### src/rtl/tristate_serial_tx_pkg.sv
// Shared types and constants for the tri-state serial frame transmitter.
// Holds the FSM state encoding and the pad polarity/line-level constants.
package tristate_serial_tx_pkg;

  typedef enum logic [2:0] {
    ST_IDLE  = 3'd0,
    ST_LEAD  = 3'd1,
    ST_START = 3'd2,
    ST_DATA  = 3'd3,
    ST_STOP  = 3'd4,
    ST_GUARD = 3'd5
  } tx_state_e;

  // Tri-state buffer control polarity.
  localparam logic PAD_HIZ   = 1'b1;
  localparam logic PAD_DRIVE = 1'b0;

  // Line levels: mark (idle/stop/guard) and space (start bit).
  localparam logic LINE_MARK  = 1'b1;
  localparam logic LINE_SPACE = 1'b0;

endpackage

### src/rtl/tristate_serial_tx_if.sv
// Upstream valid/ready word handshake into the transmitter.
//   tx_data  : payload word, sampled on accept
//   tx_valid : upstream has a word
//   tx_ready : transmitter can accept a word this cycle
interface tristate_serial_tx_if #(
  parameter int unsigned DATA_W = 8
) ();

  logic [DATA_W-1:0] tx_data;
  logic              tx_valid;
  logic              tx_ready;

  modport master (output tx_data, output tx_valid, input tx_ready);
  modport slave  (input tx_data, input tx_valid, output tx_ready);

endinterface

### src/rtl/tristate_serial_tx_tick.sv
// Bit-period timer: counts 0..CLKS_PER_BIT-1 and flags the last cycle.
//   clk, rst_n : clock, async active-low reset
//   clear      : restart the bit period (state entry)
//   tick       : high on the last cycle of each bit period
module bit_tick_gen #(
  parameter int unsigned CLKS_PER_BIT = 16
) (
  input  logic clk,
  input  logic rst_n,
  input  logic clear,
  output logic tick
);

  localparam int unsigned CNT_W = $clog2(CLKS_PER_BIT);
  localparam logic [CNT_W-1:0] CNT_LAST = CNT_W'(CLKS_PER_BIT - 1);

  logic [CNT_W-1:0] cnt_q, cnt_d;

  assign tick = (cnt_q == CNT_LAST);

  // Wrap to zero on the terminal count so the counter never passes it.
  always_comb begin
    cnt_d = cnt_q + CNT_W'(1);
    if (clear || tick) cnt_d = '0;
  end

  always_ff @(posedge clk or negedge rst_n) begin
    if (!rst_n) cnt_q <= '0;
    else        cnt_q <= cnt_d;
  end

endmodule

### src/rtl/tristate_serial_tx.sv
// Half-duplex framed serial transmitter feeding a pad tri-state buffer.
// Frame: LEAD(1) START(0) DATA LSB-first STOP(1) then GUARD(1) before release.
//   clk, rst_n : clock, async active-low reset
//   tx_if      : valid/ready word handshake (slave side)
//   busy       : state is not IDLE
//   pad_o      : serial data into the buffer (registered)
//   pad_t      : buffer tristate control, 1 = high-Z (registered)
module tristate_serial_tx
  import tristate_serial_tx_pkg::*;
#(
  parameter int unsigned CLKS_PER_BIT = 16,
  parameter int unsigned DATA_W       = 8,
  parameter int unsigned GUARD_BITS   = 1
) (
  input  logic                 clk,
  input  logic                 rst_n,
  tristate_serial_tx_if.slave  tx_if,
  output logic                 busy,
  output logic                 pad_o,
  output logic                 pad_t
);

  localparam int unsigned BIT_MAX = (DATA_W > GUARD_BITS) ? DATA_W : GUARD_BITS;
  localparam int unsigned BIT_W   = $clog2(BIT_MAX + 1);
  localparam logic [BIT_W-1:0] DATA_LAST  = BIT_W'(DATA_W - 1);
  localparam logic [BIT_W-1:0] GUARD_LAST = BIT_W'(GUARD_BITS - 1);

  tx_state_e         state_q, state_d;
  logic [BIT_W-1:0]  bit_cnt_q, bit_cnt_d;
  logic [DATA_W-1:0] shift_q, shift_d;
  logic              pad_o_q, pad_o_d;
  logic              pad_t_q, pad_t_d;
  logic              tx_ready_c;
  logic              tick;
  logic              clear_c;

  bit_tick_gen #(.CLKS_PER_BIT(CLKS_PER_BIT)) u_tick (
    .clk   (clk),
    .rst_n (rst_n),
    .clear (clear_c),
    .tick  (tick)
  );

  assign tx_if.tx_ready = tx_ready_c;
  assign busy           = (state_q != ST_IDLE);
  assign pad_o          = pad_o_q;
  assign pad_t          = pad_t_q;

  // Next-state, counters, shift register and next pad levels.
  // Pads are computed from the current state, so they trail the state by one cycle.
  always_comb begin
    state_d    = state_q;
    bit_cnt_d  = bit_cnt_q;
    shift_d    = shift_q;
    tx_ready_c = 1'b0;
    pad_o_d    = LINE_MARK;
    pad_t_d    = PAD_DRIVE;

    unique case (state_q)
      ST_IDLE: begin
        tx_ready_c = 1'b1;
        pad_t_d    = PAD_HIZ;
        if (tx_if.tx_valid) state_d = ST_LEAD;
      end
      ST_LEAD: begin
        if (tick) state_d = ST_START;
      end
      ST_START: begin
        pad_o_d = LINE_SPACE;
        if (tick) state_d = ST_DATA;
      end
      ST_DATA: begin
        pad_o_d = shift_q[0];
        if (tick) begin
          shift_d = shift_q >> 1;
          if (bit_cnt_q == DATA_LAST) state_d = ST_STOP;
          else                        bit_cnt_d = bit_cnt_q + BIT_W'(1);
        end
      end
      ST_STOP: begin
        // Only the last stop cycle may accept, giving a gapless back-to-back frame.
        tx_ready_c = tick;
        if (tick) state_d = tx_if.tx_valid ? ST_START : ST_GUARD;
      end
      ST_GUARD: begin
        tx_ready_c = 1'b1;
        if (tx_if.tx_valid) begin
          state_d = ST_START;
        end else if (tick) begin
          if (bit_cnt_q == GUARD_LAST) state_d = ST_IDLE;
          else                         bit_cnt_d = bit_cnt_q + BIT_W'(1);
        end
      end
      default: state_d = ST_IDLE;
    endcase

    if (tx_if.tx_valid && tx_ready_c) shift_d = tx_if.tx_data;
    if (state_d != state_q)           bit_cnt_d = '0;

    // Bit timer restarts on every state entry and is held while idle.
    clear_c = (state_d != state_q) || (state_q == ST_IDLE);
  end

  always_ff @(posedge clk or negedge rst_n) begin
    if (!rst_n) begin
      state_q   <= ST_IDLE;
      bit_cnt_q <= '0;
      shift_q   <= '0;
      pad_o_q   <= LINE_MARK;
      pad_t_q   <= PAD_HIZ;
    end else begin
      state_q   <= state_d;
      bit_cnt_q <= bit_cnt_d;
      shift_q   <= shift_d;
      pad_o_q   <= pad_o_d;
      pad_t_q   <= pad_t_d;
    end
  end

endmodule

### src/flat_wrapper.sv
// flat-port wrapper written by rule: the top's interface ports become plain ports
module tristate_serial_tx_flat import tristate_serial_tx_pkg::*;
#(
  parameter int unsigned CLKS_PER_BIT = 16,
  parameter int unsigned DATA_W       = 8,
  parameter int unsigned GUARD_BITS   = 1
)
  (clk, rst_n, busy, pad_o, pad_t, tx_if_tx_data, tx_if_tx_valid, tx_if_tx_ready);
  tristate_serial_tx_if #(.DATA_W(DATA_W)) tx_if_i ();
  input  logic clk;
  input  logic rst_n;
  output logic busy;
  output logic pad_o;
  output logic pad_t;
  input wire logic [$bits(tx_if_i.tx_data)-1:0] tx_if_tx_data;
  input wire logic [$bits(tx_if_i.tx_valid)-1:0] tx_if_tx_valid;
  output wire logic [$bits(tx_if_i.tx_ready)-1:0] tx_if_tx_ready;
  assign tx_if_i.tx_data = tx_if_tx_data;
  assign tx_if_i.tx_valid = tx_if_tx_valid;
  assign tx_if_tx_ready = tx_if_i.tx_ready;
  tristate_serial_tx #(.CLKS_PER_BIT(CLKS_PER_BIT), .DATA_W(DATA_W), .GUARD_BITS(GUARD_BITS)) u_core (.clk(clk), .rst_n(rst_n), .tx_if(tx_if_i), .busy(busy), .pad_o(pad_o), .pad_t(pad_t));
endmodule
### config.mk
export PLATFORM = sky130hd
export DESIGN_NAME = tristate_serial_tx_flat
export DESIGN_NICKNAME = d
export VERILOG_FILES = /design/src/rtl/tristate_serial_tx_pkg.sv /design/src/rtl/tristate_serial_tx_if.sv /design/src/rtl/tristate_serial_tx_tick.sv /design/src/rtl/tristate_serial_tx.sv /design/src/flat_wrapper.sv
export SDC_FILE = /design/constraint.sdc
export NUM_CORES = 1
export LEC_CHECK = 0
export CAP_MARGIN = 10
export CELL_PAD_IN_SITES_DETAIL_PLACEMENT = 2
export CELL_PAD_IN_SITES_GLOBAL_PLACEMENT = 2
export CORE_UTILIZATION = 41
export DETAILED_ROUTE_END_ITERATION = 10
export DONT_BUFFER_PORTS = 1
export PLACE_DENSITY_LB_ADDON = 0.1
export SLEW_MARGIN = 20
export SYNTH_ARGS = -nofsm -noshare
export SYNTH_HDL_FRONTEND = slang
export SYNTH_SLANG_ARGS = --single-unit
### constraint.sdc
create_clock -name clk -period 5.35 [get_ports clk]
set_input_delay 1.07 -clock clk [delete_from_list [all_inputs] [get_ports clk]]
set_output_delay 1.07 -clock clk [all_outputs]
set_load 0.03 [all_outputs]
==> results.txt <==
----------------------------------------------------
[Outcome]
  Status ... finished clean

[Power]
  Internal ... 0.312 mW
  Reported net switching power ... just under 0.2 mW
  Leakage power ... between 0.5 and 0.6 nW
  Fraction of power spent switching nets ... 0.389
  Final Power ... 0.510 mW
  Portion of total power attributed to combinational logic ... 0.288
  Power share of the sequential group ... 0.556
  Pwr Density ... 404 nW/µm²
  Power share of the clock group ... 0.157
  Maximum ir drop on the vdd rail ... 0.000237 V

[Worst setup path]
  Depth of the most critical reg-to-reg path ... 4
  Crit path cell chain ... a31oi_1 -> a211oi_1
  Worst reg2reg path startpoint ... u_core.state_q[0]
  Largest fanout of any net on the critical path ... 18
  Cell class contributing the biggest share of worst-path delay ... compound AO/OA/AOI/OAI gates
  Crit end category ... primary output
  Slowest cell on the critical path ... sky130_fd_sc_hd__a211oi_1
  Destination of the worst register-to-register timing path ... u_core.shift_q[3]
  Number of buffer and inverter instances along the worst setup path ... 0
  Critical path's largest stage delay ... 910 ps
  Crit path DAT ... 2080 ps
  Startpoint type of the worst setup path ... register
  Register-to-Register Setup Slack ... 2660 ps
  Req. time, crit path ... 4280 ps
  Type of the worst setup path ... reg -> out

[Synthesis]
  Synth Cell Area ... 1230 µm²
  Post-synthesis instance total ... 130
  Share of async-settable or async-resettable flops after synthesis ... 1.00
  Yosys top cell area share ... 0.385
  Post-synthesis average cell area ... 9.49 µm²
  Post-synth EDFFs ... 0
  Post-synthesis register bit count ... 21
  Area contributors post-synth ... sky130_fd_sc_hd__dfrtp_1 39%, sky130_fd_sc_hd__mux2i_1 5.7%, sky130_fd_sc_hd__o21ai_0 4.5%
  Part of the Yosys area used for sequential elements ... 0.428
  Yosys synthesis warning count ... 0
  Cell variety after synth ... 44
  Net Count, Synth ... 144
  Top_reg_cell synth ... sky130_fd_sc_hd__dfrtp_1
  Cell taking the most area after synthesis ... sky130_fd_sc_hd__dfrtp_1

[Finish]
  FF+latch area ... 528 µm²
  Ratio of cells with drive above 1 in the final layout ... 0.0866
  Signed area change from the synthesized netlist to the final layout ... 2.43%
  N_diodes ... 0
  Area of combinational cells with multiple inputs ... between 600 and 700 µm²
  Utilization after layout ... 0.450
  Total number of nets in the final design ... around 140
  Number of fillers in the final layout ... 320

[Timing]
  Transition at the pin with the smallest max-transition slack ... 1060 ps
  Setup tns final ... 0 ps
  Rel. slew slack ... 0.292
  Max Clock Skew ... 8.32 ps
  Peak clock frequency supported by timing ... between 300 and 400 MHz
  RSZ-0062 raised after global routing ... no
  Final clock period utilization by the worst path ... 0.589
  Total count of max-transition violations in the final report ... 0
  Count of endpoints failing hold in the final timing report ... 0
  Final setup viols ... 0
  Final critical path time including I/O delays and setup ... between 3000 and 4000 ps

[GRT]
  Largest net degree at the start of global routing ... 22
  Global-route wire length before repair ... 5200 µm
  Global-route usage over all layers ... 0.208
  Remaining global-route overflow ... 0
  Number of global-route vias before repair ... around 1100
  Initial antenna violation count ... 0

[Clock tree]
  Setup bufs post-CTS ... 0
  Latest clock arrival within the worst-skew pair ... 310 ps
  Maximum root-to-sink buffer count ... 2
  H-tree levels ... 1
  Hold Buf Count CTS ... 0
  Number of sinks handled by clock tree synthesis ... 21
  Resized cells post-CTS ... 0
  Root buf cell ... sky130_fd_sc_hd__clkbuf_4
  Reg clk slew, reported paths ... between 100 and 150 ps
  CTS tree ... yes
  TritonCTS buffer count ... 3

[Place]
  Global placement routability congestion ... 0.767
  Count of input and output buffers ... 0
  Post-detail-place hpwl ... 2150 µm

[Drt]
  Vias per inst ... roughly 6.1
  Router iterations before antenna repair ... 4
  Wire per inst ... a little under 20 µm
  Wire length after detailed routing ... 3080 µm
  DR DRC count ... 0
  Violation count after the first detailed-routing iteration ... 42
  Number of nets with antenna violations after routing ... 0
  Total number of vias ... 971

[Die]
  Number of top-level pins ... 15
  Initial core utilization ... 0.440
  Chip width ... 56.9 µm
  Core footprint ... 2810 µm²
  Total die area ... around 3200 µm²
  Die Ht ... 56.9 µm
  Row Count ... 19

[Job]
  Maxcap violations ... 0

[Worst hold path]
  Hold WC Path Type ... in -> async

----------------------------------------------------
[worst reg2reg max path, cell delays in order (launching register included)]
cell                       delay, ps
sky130_fd_sc_hd__dfrtp_1         730
sky130_fd_sc_hd__a31oi_1         130
sky130_fd_sc_hd__a211oi_1        910
sky130_fd_sc_hd__and2_1          560
sky130_fd_sc_hd__o21ai_0         210
[power groups by stage]
stage	Sequential, mW	Combinational, mW	Clock, mW
6_report	0.284	0.147	0.0800
5_1_grt	0.291	0.167	0.0876
4_1_cts	0.283	0.152	0.0847
3_5_place_dp	0.284	0.148	0
3_3_place_gp	0.277	0.134	0
2_1_floorplan	0.257	0.130	0
[routing by layer]
metal,vias to the layer above,track usage,wire length [µm]
met3,2,0.0461,93
li1,469,-,-
met5,-,0,0
met2,13,0.371,1490
met4,0,0.0314,13
met1,487,0.263,1480
[cells in the mapped netlist, drive strengths merged (2+ instances only)]
library cell / count
o21ai: 14
nand2b: 2
clkbuf: 2
nor4: 2
xor2: 3
and2: 2
a21oi: 8
and3: 3
a21o: 2
xnor2: 2
inv: 4
ha: 3
nand3: 5
mux2i: 7
nand2: 14
o21a: 2
nor2b: 3
dfrtp: 19
nor2: 5
nor3: 2
dfstp: 2
buf: 5
[state kept, by name, summed over array words and instances (netlist names)]
name,cells
u_core.bit_cnt_q,4
u_core.state_q,3
u_core.u_tick.cnt_q,4
u_core.shift_q,8
u_core.pad_o,1
u_core.pad_t,1
[per-stage QoR]
step                      cell area (µm²)  instances  hold WS, ps  setup WS (ps)
after floorplan                      1230        130          440           2760
after detailed placement             1230        154          482           2570
final                                1260        158          430           2200
after global routing                 1260        158          409           2030
after global placement               1230        154          455           2620
after CTS                            1260        158          415           2190
[cell families after synthesis]
| logic type | Yosys count | share of synthesized area |
|---|---|---|
| AND/OR/NAND/NOR | 44 | 0.195 |
| AO/OA/AOI/OAI | 39 | 0.211 |
| flip-flops | 21 | 0.428 |
| buffers and inverters | 11 | 0.0436 |
| multiplexers | 7 | 0.0568 |
| XOR/XNOR | 5 | 0.0355 |
| adder cells (fa/ha/maj) | 3 | 0.0304 |
[cell usage in the layout (no fill, tap or decap), types with 2 or more instances in the layout]
| cell type | netlist | final |
|---|---|---|
| sky130_fd_sc_hd__mux2i_1 | 7 | 7 |
| sky130_fd_sc_hd__dfstp_2 | 2 | 2 |
| sky130_fd_sc_hd__clkbuf_4 | 0 | 3 |
| sky130_fd_sc_hd__a21oi_1 | 8 | 8 |
| sky130_fd_sc_hd__nor2_1 | 5 | 5 |
| sky130_fd_sc_hd__nand2_1 | 14 | 14 |
| sky130_fd_sc_hd__o21ai_1 | 3 | 3 |
| sky130_fd_sc_hd__inv_1 | 4 | 4 |
| sky130_fd_sc_hd__and3_1 | 3 | 3 |
| sky130_fd_sc_hd__o21ai_0 | 11 | 11 |
| sky130_fd_sc_hd__o21a_1 | 2 | 2 |
| sky130_fd_sc_hd__xnor2_1 | 2 | 2 |
| sky130_fd_sc_hd__a21o_1 | 2 | 2 |
| sky130_fd_sc_hd__nor2b_1 | 3 | 3 |
| sky130_fd_sc_hd__ha_1 | 3 | 3 |
| sky130_fd_sc_hd__xor2_1 | 3 | 3 |
| sky130_fd_sc_hd__nor3_1 | 2 | 2 |
| sky130_fd_sc_hd__and2_1 | 2 | 2 |
| sky130_fd_sc_hd__dfrtp_1 | 19 | 19 |
| sky130_fd_sc_hd__nand3_1 | 5 | 5 |
| sky130_fd_sc_hd__nand2b_1 | 2 | 2 |
[worst max path at each step]
stage / start / end / depth (start not counted)
finish: u_core.state_q[0] / tx_if_tx_ready / 2
CTS: u_core.state_q[1] / busy / 2
detailed placement: u_core.state_q[0] / tx_if_tx_ready / 2
floorplan: u_core.u_tick.cnt_q[0] / tx_if_tx_ready / 3
global route: u_core.state_q[0] / tx_if_tx_ready / 2
global placement: u_core.state_q[0] / tx_if_tx_ready / 2
[area by class of cell]
type,instances,area share
multi-input cells,98,0.516
flip-flops and latches,21,0.418
well taps,31,0.0307
clock buffers,3,0.0178
inverters,4,0.0119
clock inverters,1,0.00594
(Power assumes the default switching activity.)
